**src/rtl/prime_scanner.sv**
```systemverilog
// prime_scanner: sweeps a 4-bit candidate range through the external combinational
// prime detector and streams each prime out over a valid/ready handshake.

module prime_scanner_checker (
    input logic       clk,
    input logic       reset,
    input logic       out_valid,
    input logic       out_ready,
    input logic [3:0] out_data,
    input logic       busy,
    input logic       done
);
    // An offered prime persists, unchanged, until the consumer takes it.
    a_offer_held: assert property (@(posedge clk) disable iff (reset)
        (out_valid && !out_ready) |=> (out_valid && $stable(out_data)));

    a_done_pulse: assert property (@(posedge clk) disable iff (reset)
        done |=> !done);

    a_done_quiet: assert property (@(posedge clk) disable iff (reset)
        done |-> (!busy && !out_valid));

    a_valid_busy: assert property (@(posedge clk) disable iff (reset)
        out_valid |-> busy);
endmodule

module prime_scanner (
    input  logic       clk,
    input  logic       reset,
    input  logic       start,
    input  logic [3:0] lo,
    input  logic [3:0] hi,
    output logic [3:0] cand,
    input  logic       isprime,
    output logic       out_valid,
    input  logic       out_ready,
    output logic [3:0] out_data,
    output logic [3:0] prime_count,
    output logic       busy,
    output logic       done,
    output logic       range_err
);
    typedef enum logic [1:0] {
        IDLE = 2'd0,
        SCAN = 2'd1,
        HOLD = 2'd2,
        DONE = 2'd3
    } state_t;

    state_t     state_r;
    logic [3:0] hi_r;
    logic       last_cand_s;

    // End test is made on the current candidate, so hi=15 never wraps cand to 0.
    assign last_cand_s = (cand == hi_r);

    // Scan controller; every output is a register written only here.
    always_ff @(posedge clk) begin
        if (reset) begin
            state_r     <= IDLE;
            hi_r        <= 4'd0;
            cand        <= 4'd0;
            out_data    <= 4'd0;
            prime_count <= 4'd0;
            out_valid   <= 1'b0;
            busy        <= 1'b0;
            done        <= 1'b0;
            range_err   <= 1'b0;
        end else begin
            done <= 1'b0;
            case (state_r)
                IDLE: begin
                    if (start) begin
                        prime_count <= 4'd0;
                        if (lo <= hi) begin
                            cand      <= lo;
                            hi_r      <= hi;
                            range_err <= 1'b0;
                            busy      <= 1'b1;
                            state_r   <= SCAN;
                        end else begin
                            range_err <= 1'b1;
                            done      <= 1'b1;
                            state_r   <= DONE;
                        end
                    end
                end
                SCAN: begin
                    if (isprime) begin
                        out_data    <= cand;
                        out_valid   <= 1'b1;
                        prime_count <= prime_count + 4'd1;
                        state_r     <= HOLD;
                    end else if (last_cand_s) begin
                        busy    <= 1'b0;
                        done    <= 1'b1;
                        state_r <= DONE;
                    end else begin
                        cand <= cand + 4'd1;
                    end
                end
                HOLD: begin
                    if (out_ready) begin
                        out_valid <= 1'b0;
                        if (last_cand_s) begin
                            busy    <= 1'b0;
                            done    <= 1'b1;
                            state_r <= DONE;
                        end else begin
                            cand    <= cand + 4'd1;
                            state_r <= SCAN;
                        end
                    end
                end
                DONE: begin
                    state_r <= IDLE;
                end
                default: begin
                    out_valid <= 1'b0;
                    busy      <= 1'b0;
                    state_r   <= IDLE;
                end
            endcase
        end
    end

    prime_scanner_checker u_checker (
        .clk       (clk),
        .reset     (reset),
        .out_valid (out_valid),
        .out_ready (out_ready),
        .out_data  (out_data),
        .busy      (busy),
        .done      (done)
    );
endmodule

```
**config.mk**
```make
export PLATFORM = sky130hd
export DESIGN_NAME = prime_scanner
export DESIGN_NICKNAME = d
export VERILOG_FILES = /design/src/rtl/prime_scanner.sv
export SDC_FILE = /design/constraint.sdc
export NUM_CORES = 1
export LEC_CHECK = 0
export BUFFER_PORTS_ARGS = -buffer_cell sky130_fd_sc_hd__clkbuf_2
export CAP_MARGIN = 15
export CELL_PAD_IN_SITES_DETAIL_PLACEMENT = 2
export CELL_PAD_IN_SITES_GLOBAL_PLACEMENT = 2
export CORE_ASPECT_RATIO = 0.7
export CORE_MARGIN = 4
export CORE_UTILIZATION = 28
export DETAILED_ROUTE_END_ITERATION = 8
export PLACE_DENSITY = 0.76
export REMOVE_ABC_BUFFERS = 1
export SLEW_MARGIN = 20
export SYNTH_ARGS = -nofsm -noshare
export SYNTH_HDL_FRONTEND = slang
export SYNTH_SLANG_ARGS = --single-unit
```
**constraint.sdc**
```tcl
create_clock -name clk -period 1.9 [get_ports clk]
set_clock_uncertainty 0.2 [all_clocks]
set_input_delay 0.38 -clock clk [delete_from_list [all_inputs] [get_ports clk]]
set_output_delay 0.38 -clock clk [all_outputs]
set_load 0.005 [all_outputs]
```
* Yosys cells after proc, flatten, opt, wreduce, memory -nomap -nowiden *
Index checks and enable logic that the tools add are counted.

storage, ports and cells
  flip-flop bits (word level) = 22
  latch bits = 0
  RAM bits = 0
  bits in read-only memories = 0
  bits of input ports = 13
  output and inout bits = 16
  logic and storage cells = 64
  memories = 0

cells by class
  $add $sub $neg = 2
  multiply operators = 0
  div/mod/pow operators = 0
  magnitude comparators = 1
  equal/unequal tests = 10
  shift operators = 0
  mux-type cells = 31
  bitwise logic cells = 0
  reductions and logical operators = 11

operators by type and width
  cell                 count
  $mux 4               7
  $mux 1               12
  $mux 2               6
  $pmux 4 s3           1
  $reduce_and 3->1     4
  $ne 2x2->1 const B   5
  $add 4x1->4 const B  2
  $pmux 2 s4           1
  $pmux 4 s2           1
  $pmux 1 s3           2
  $reduce_and 5->1     1
  $eq 2x2->1 const B   2
  $eq 4x4->1           1
  $le 4x4->1           1
  $reduce_and 2->1     2
  $reduce_bool 2->1    2
  $ne 3x3->1 const B   1
  $reduce_bool 3->1    1
  $eq 2x1->1 const B   1
  $logic_not 2->1      1
  $pmux 1 s2           1

* Depth between registers and ports, before layout *
Gate-level depths: netlist of the first run.

  word-level depth = 4
  mapped depth = 8
  gate-level depth less buffers = 7

* Worst setup path before layout of the first run *
No wires, ideal clock.

  kind = reg-to-reg
  start point = register state_r[0]
  end point = register cand[1]
  setup time = 0.130 ns
  arrival = 1.616 ns
  required time = 1.570 ns
  slack = -0.046 ns
  cell stages (with the launch flop) = 9
  buffers on the path = 1
  period minus slack after synthesis = 1.946 ns
  cell sequence = dfxtp_1 > inv_1 > ha_1 > buf_4 > nand2b_4 > a221oi_4 > o21ai_1 > nor3_1 > nor3_2

between the ends
  longest elaborated chain between the ends = 3
  elaborated cells on any way between the ends = 10
  those cells by class = 6 x eq/ne; 1 x mux; 3 x reduce/logical

RTL lines
  element                                                           RTL line  RTL
  start, declared                                                   50        state_t state_r;
  start signal, assigned                                            60        state_r <= IDLE;
  start signal, assigned                                            80        state_r <= SCAN;
  start signal, assigned                                            84        state_r <= DONE;
  $eq 2x2->1 (tied with other cells)                                71        case (state_r)
  $ne 2x2->1 (no line) / $reduce_bool 3->1 (equally long branches)  -
  $reduce_and 5->1 (no line)                                        -
  end signal, assigned                                              76        cand <= lo;
  end signal, assigned                                              99        cand <= cand + 4'd1;
  end signal, assigned                                              110       cand <= cand + 4'd1;
  end, declared                                                     33        output logic [3:0] cand,

Parallel ways exist; a longest one is shown, timed or not.
A chain may end at the register's enable or synchronous reset.

* Worst setup path after layout of the first run *
  start point = register state_r[0]
  end point = register busy

between the ends
  longest elaborated chain between the ends = 3
  elaborated cells on any way between the ends = 10
  those cells by class = 6 x eq/ne; 1 x mux; 3 x reduce/logical

RTL lines
  element                                                           RTL line  RTL
  $eq 2x2->1 (tied with other cells)                                71
  $ne 2x2->1 (no line) / $reduce_bool 3->1 (equally long branches)  -
  $reduce_and 5->1 (no line)                                        -
  end signal, assigned                                              66        busy <= 1'b0;
  end signal, assigned                                              79        busy <= 1'b1;
  end signal, assigned                                              95        busy <= 1'b0;
  end, declared                                                     39        output logic busy,

Parallel ways exist; a longest one is shown, timed or not.

==> flow_summary.ini, run 1 <==
[run_status]
status = complete, no violations

[synth]
ys_ff_latch = 22
synthCells = 155
netlist_top_cells_area = dfxtp_1, ha_1, a21oi_1
synth_flop_cell = dfxtp_1
ys_warn_count = 0
yosysTopAreaCell = dfxtp_1
syn_area_um2 = 1300
yosysSeqAreaShare_pct = 33.8
synthDistinctLibCells = 36
async_flop_share_pct = 0
synth_area_per_cell_um2 = 8.40
synth_top_area_share_pct = 33.8
synth-edff-count = 0

[worst_hold_path]
worstHoldPathType = flop to flop
worstHoldEndpoint = out_data[2]$_SDFFE_PP0P_
hold_depth = 2
holdCritStartpoint = out_data[2]$_SDFFE_PP0P_

[timing]
drv_slew = 0
min_period_over_period_pct = 99.0
slew_headroom_pct = 64.6
hold_violations = 0
worst_pin_slew_ns = 0.531
rsz0062_at_grt = yes
fin_crit_ns = 1.88
setup_viol = 0
fmax_ghz = 0.531
timing.hold.ws_ns = 0.263
fin_ws_ns = 0.0184

[grt]
grt_max_degree = 21
overflow = 0
grt_pass1_vias = 1502
grt_pass1_wl_um = 7690
grtUsageTotal_pct = 17.2
antenna_found_initial = 0

[routing]
wl_per_cell_um = 18.0
ant_nets = 0
post-route-drc-count = 0
dr.first_iter.drc_count = 26
via_per_inst = 5.03
drt_pass1_iterations = 4
wl_um = 4770
via_count = 1334

[cells_and_area]
post-route-util_pct = 42.3
layout-drive-gt1-share_pct = 44.3
area_growth_syn_to_layout_pct = 43.1
nNetsFinal = 234
diodes = 0

[worst_setup_path]
crit_path_end_kind = flop
slowest_stage = dfxtp_2
rr_worst_depth = 9
worstPathMaxFanout = 4
cp.depth = 9
timing.rr.start = state_r[0]$_SDFFE_PP0P_
required_ns = 1.84
path_delay_family = compound AO/OA/AOI/OAI gates
cp_cell_sequence = inv_2, buf_4, ha_4, nor2b_4, a221oi_4, buf_4, nand2_2, o21ai_2, a21oi_2
reg2reg_slack_ns = 0.02
critical_path_class = flop to flop
arrival_ns = 1.82
crit_top_cell = buf_4
cp-start-kind = flop
cp_num_buf_inv = 3
critPathMaxStageDelay_ns = 0.34
worstReg2RegEnd = busy$_SDFFE_PP0P_

[cts]
cts_tree = done
clk_pin_slew_worst_paths_ns = 0.09
cts.sinks = 22
clk_latency_ns = 0.27
cts_buffers = 3
cts-htree-levels = 1
cts-root-buf = clkbuf_8
hold_buffers = 0
ctsLongestPathBuffers = 2

[die]
core-area_um2 = 4400
die_area_um2 = 5820
start_util_pct = 29.6
die_width_um = 89.5
fp.dieH_um = 65.1
ios = 29
fp-row-count = 20

[job]
max_cap_viol_count = 0

[place]
io_buffers = 28
dpl.hpwl_um = 3470
dp_slack_ns = -0.175
gp_congestion = 0.856

[power]
p_per_area_nw_per_um2 = 1720
p_leak_nw = 0.798
ir_drop_mv = 0.672
synth_stat cells (3+ instances only):
cell type	number
a21oi_1	23
dfxtp_1	22
ha_1	10
nand3_1	10
nor2_1	10
nand2_1	9
inv_1	8
o21ai_0	7
xnor2_1	6
o21ai_1	5
nor2b_1	4
a21boi_2	3
clkbuf_1	3
nand2b_1	3
nand4_1	3
nor3_1	3
or3_1	3
xor2_1	3
per-layer routing:
| metal | GRT usage (%) | part of all wire [%] | vias up |
|---|---|---|---|
| met3 | 3.81 | 2.5 | 2 |
| li1 | - | - | 661 |
| met4 | 1.12 | 0.17 | 0 |
| met1 | 23.8 | 49 | 652 |
| met5 | 0 | 0 | - |
| met2 | 28.6 | 48 | 19 |
where the power goes:
part	internal [W]	switching [W]	leakage (nW)
clock network	0.000185	0.000165	0.0288
logic	0.00104	0.00111	0.590
registers	0.000584	0.000115	0.180
flip-flops by register name, indices dropped and copies added (netlist names):
signal	count
state_r	2
out_data	4
range_err	1
cand	4
hi_r	4
prime_count	4
out_valid	1
done	1
busy	1
logic make-up (layout without fill, tap and decap cells):
family	count (synthesis)	in the layout	synth area share (%)
and+or+nand+nor	53	53	22.3
xor gates and xnor gates	9	9	6.05
AOI/OAI and AO/OA	46	46	22.7
adders and majority gates	10	10	9.61
buffers and inverters	14	69	4.71
DFF	22	22	33.8
muxes	1	1	0.864
timing repair:
item | in CTS | in global routing
pin swaps | 3 | 10
resized for setup | 18 | 13
endpoints found under the setup margin | 12 | 10
gates cloned | 0 | 0
hold endpoints to repair | 0 | 0
setup buffers | 1 | 0
tightest hold or removal path, cell delays in order (launching register included):
cell and delay, ns:
dfxtp_1 0.32, nand2_1 0.05, a21oi_1 0.05
worst max-delay path by stage:
stage,from,slack (ns),endpoint
floorplan,state_r[0]$_SDFFE_PP0P_,-0.1,cand[1]$_SDFFE_PP0P_
global placement,hi[1],-0.08,hi_r[0]$_SDFFE_PP0P_
detailed placement,state_r[1]$_SDFFE_PP0P_,-0.17,cand[1]$_SDFFE_PP0P_
CTS,state_r[0]$_SDFFE_PP0P_,0.003,busy$_SDFFE_PP0P_
global route,state_r[0]$_SDFFE_PP0P_,-0.07,busy$_SDFFE_PP0P_
finish,state_r[0]$_SDFFE_PP0P_,0.02,busy$_SDFFE_PP0P_
per-stage QoR:
stage / total power, W / area, um2 / std cells / TNS, ns
after floorplan: 0.00171 / 1270 / 149 / -0.223
after global placement: 0.00241 / 1690 / 260 / -0.543
after detailed placement: 0.00250 / 1690 / 260 / -1.74
after CTS: 0.00308 / 1820 / 265 / 0
after global routing: 0.00346 / 1860 / 265 / -0.260
final: 0.00320 / 1860 / 265 / 0
cell usage in the layout, fill, tap and decap left out, drive strengths merged:
cell      n
a21boi    3
nor2b     4
and2      1
or3       3
a311oi    1
dfxtp    22
nor3      5
buf      29
inv       8
and4      1
nor2     10
ha       10
nand2b    4
o22ai     1
xnor2     6
or2       1
o21ai    12
o211ai    1
nand2    10
a21bo     1
nand3    10
o21bai    1
a31oi     1
a21oi    23
or3b      1
mux2      1
a2bb2oi   1
a221oi    1
xor2      3
clkbuf   32
nand4     3
final cells by class:
cell class,count,area [um2]
fillers,507,2540
multi-input cells,119,907
flip-flops and latches,22,443
repair buffers,57,358
well taps,55,68.8
clock buffers,4,55.1
inverters,8,32.5
Note: power is estimated with default switching activity, not from simulation.
==> run 2, diff against run 1 <==
CORE_UTILIZATION = 33   (was 28)
PLACE_DENSITY = 0.83   (was 0.76)
clock period = 2.3 ns   (was 1.9 ns; I/O delays follow)
==> flow_summary.ini, run 2 (same netlist as run 1, synthesis figures left out) <==
[cells_and_area]
layout-drive-gt1-share_pct = 26.5
layout.cells.most_common = clkbuf_2
final_cell_mix = clkbuf_2, a21oi_1, dfxtp_1
nNetsFinal = 209
post-route-util_pct = 42.9
diodes = 0
final_area_um2 = 1560
area_growth_syn_to_layout_pct = 20.1

[routing]
ant_nets = 0
wl_um = 4120
drt_pass1_iterations = 4
dr.first_iter.drc_count = 14
post-route-drc-count = 0
via_per_inst = 5.24
via_count = 1232
wl_per_cell_um = 17.5

[worst_setup_path]
slowest_stage = dfxtp_1
arrival_ns = 2.12
cp-start-kind = flop
crit_top_cell = o21ai_1
worstPathMaxFanout = 6
cp_num_buf_inv = 1
path_delay_family = compound AO/OA/AOI/OAI gates
critical_path_class = flop to flop
cp_cell_sequence = inv_1, ha_1, nand2b_4, a221oi_4, o21ai_1, o21ai_1, a21oi_1
critPathMaxStageDelay_ns = 0.42
required_ns = 2.24
crit_path_end_kind = flop

[cts]
cts-root-buf = clkbuf_8
cts_buffers = 3
clk_pin_slew_worst_paths_ns = 0.08
ctsLongestPathBuffers = 2
post_cts_buffers = 0
cts-htree-levels = 1
cts_tree = done
clk_latency_ns = 0.26
cts.sinks = 22

[place]
dpl.hpwl_um = 3320
io_buffers = 28
place_area_um2 = 1500
dp_slack_ns = 0.0385
gp_congestion = 0.756

[die]
die_area_um2 = 5030
fp.dieH_um = 60.6
ios = 29
die_width_um = 83.1
core-area_um2 = 3650
fp-row-count = 18
start_util_pct = 35.7

[run_status]
status = complete, no violations

[power]
p_per_area_nw_per_um2 = 1360
power_w = 0.00213
ir_drop_mv = 0.487
p_leak_nw = 0.656

[grt]
grtUsageTotal_pct = 17.6
busiest_layer = met2
overflow = 0
grt_use_met2_pct = 32.5
grt_pass1_wl_um = 6890
grt_max_degree = 21
grt_pass1_vias = 1372
grt_use_met3_pct = 4.48
met1_usage_pct = 21.1
antenna_found_initial = 0

[worst_hold_path]
worstHoldPathType = flop to flop

[timing]
min_period_over_period_pct = 94.9
setup_viol = 0
slew_headroom_pct = 70.7
drv_slew = 0
fin_ws_ns = 0.117
worst_pin_slew_ns = 0.440
timing.hold.ws_ns = 0.278
fin_crit_ns = 2.18
fmax_ghz = 0.458
hold_violations = 0

[job]
max_cap_viol_count = 0
run 2: per-layer routing:
layer | wire length [um] | up-vias | part of all wire, %
met3 | 135 | 4 | 3.3
met2 | 2020 | 19 | 49
met4 | 20 | 0 | 0.49
li1 | - | 604 | -
met5 | 0 | - | 0
met1 | 1940 | 605 | 47
run 2: report_power, final:
| part | leakage [nW] | internal (W) | switching (W) |
|---|---|---|---|
| Combinational | 0.448 | 0.000535 | 0.000711 |
| Clock | 0.0288 | 0.000153 | 0.000129 |
| Sequential | 0.179 | 0.000479 | 0.000124 |
| Total | 0.656 | 0.00117 | 0.000963 |
run 2: metrics by stage:
step / cells / setup TNS, ns
2_1_floorplan: 149 / 0
3_3_place_gp: 231 / 0
3_5_place_dp: 231 / 0
4_1_cts: 235 / 0
5_1_grt: 235 / -0.00725
6_report: 235 / 0
run 2: tightest hold or removal path: stages, from the launching register on:
cell and delay [ns]:
dfxtp_1 0.32, nand2_1 0.05, a21oi_1 0.06
run 2: repair_timing:
action                     in CTS  in global routing
resized for setup               0                  1
setup endpoints to repair       0                  1
hold buffers                    0                  0
run 2: path summary, 6_finish.rpt:
check	cells past startpoint	slack, ns	endpoint	startpoint
max	7	0.12	cand[3]$_SDFFE_PP0P_	state_r[0]$_SDFFE_PP0P_
min	2	0.28	out_data[2]$_SDFFE_PP0P_	out_data[2]$_SDFFE_PP0P_
max reg2reg	7	0.12	cand[3]$_SDFFE_PP0P_	state_r[0]$_SDFFE_PP0P_
min reg2reg	2	0.28	out_data[2]$_SDFFE_PP0P_	out_data[2]$_SDFFE_PP0P_
run 2: layout make-up:
cell class / count / area [um2]
clock buffers: 4 / 55.1
fillers: 432 / 2080
inverters: 8 / 30.0
multi-input cells: 119 / 806
flip-flops and latches: 22 / 440
well taps: 50 / 62.6
repair buffers: 32 / 170
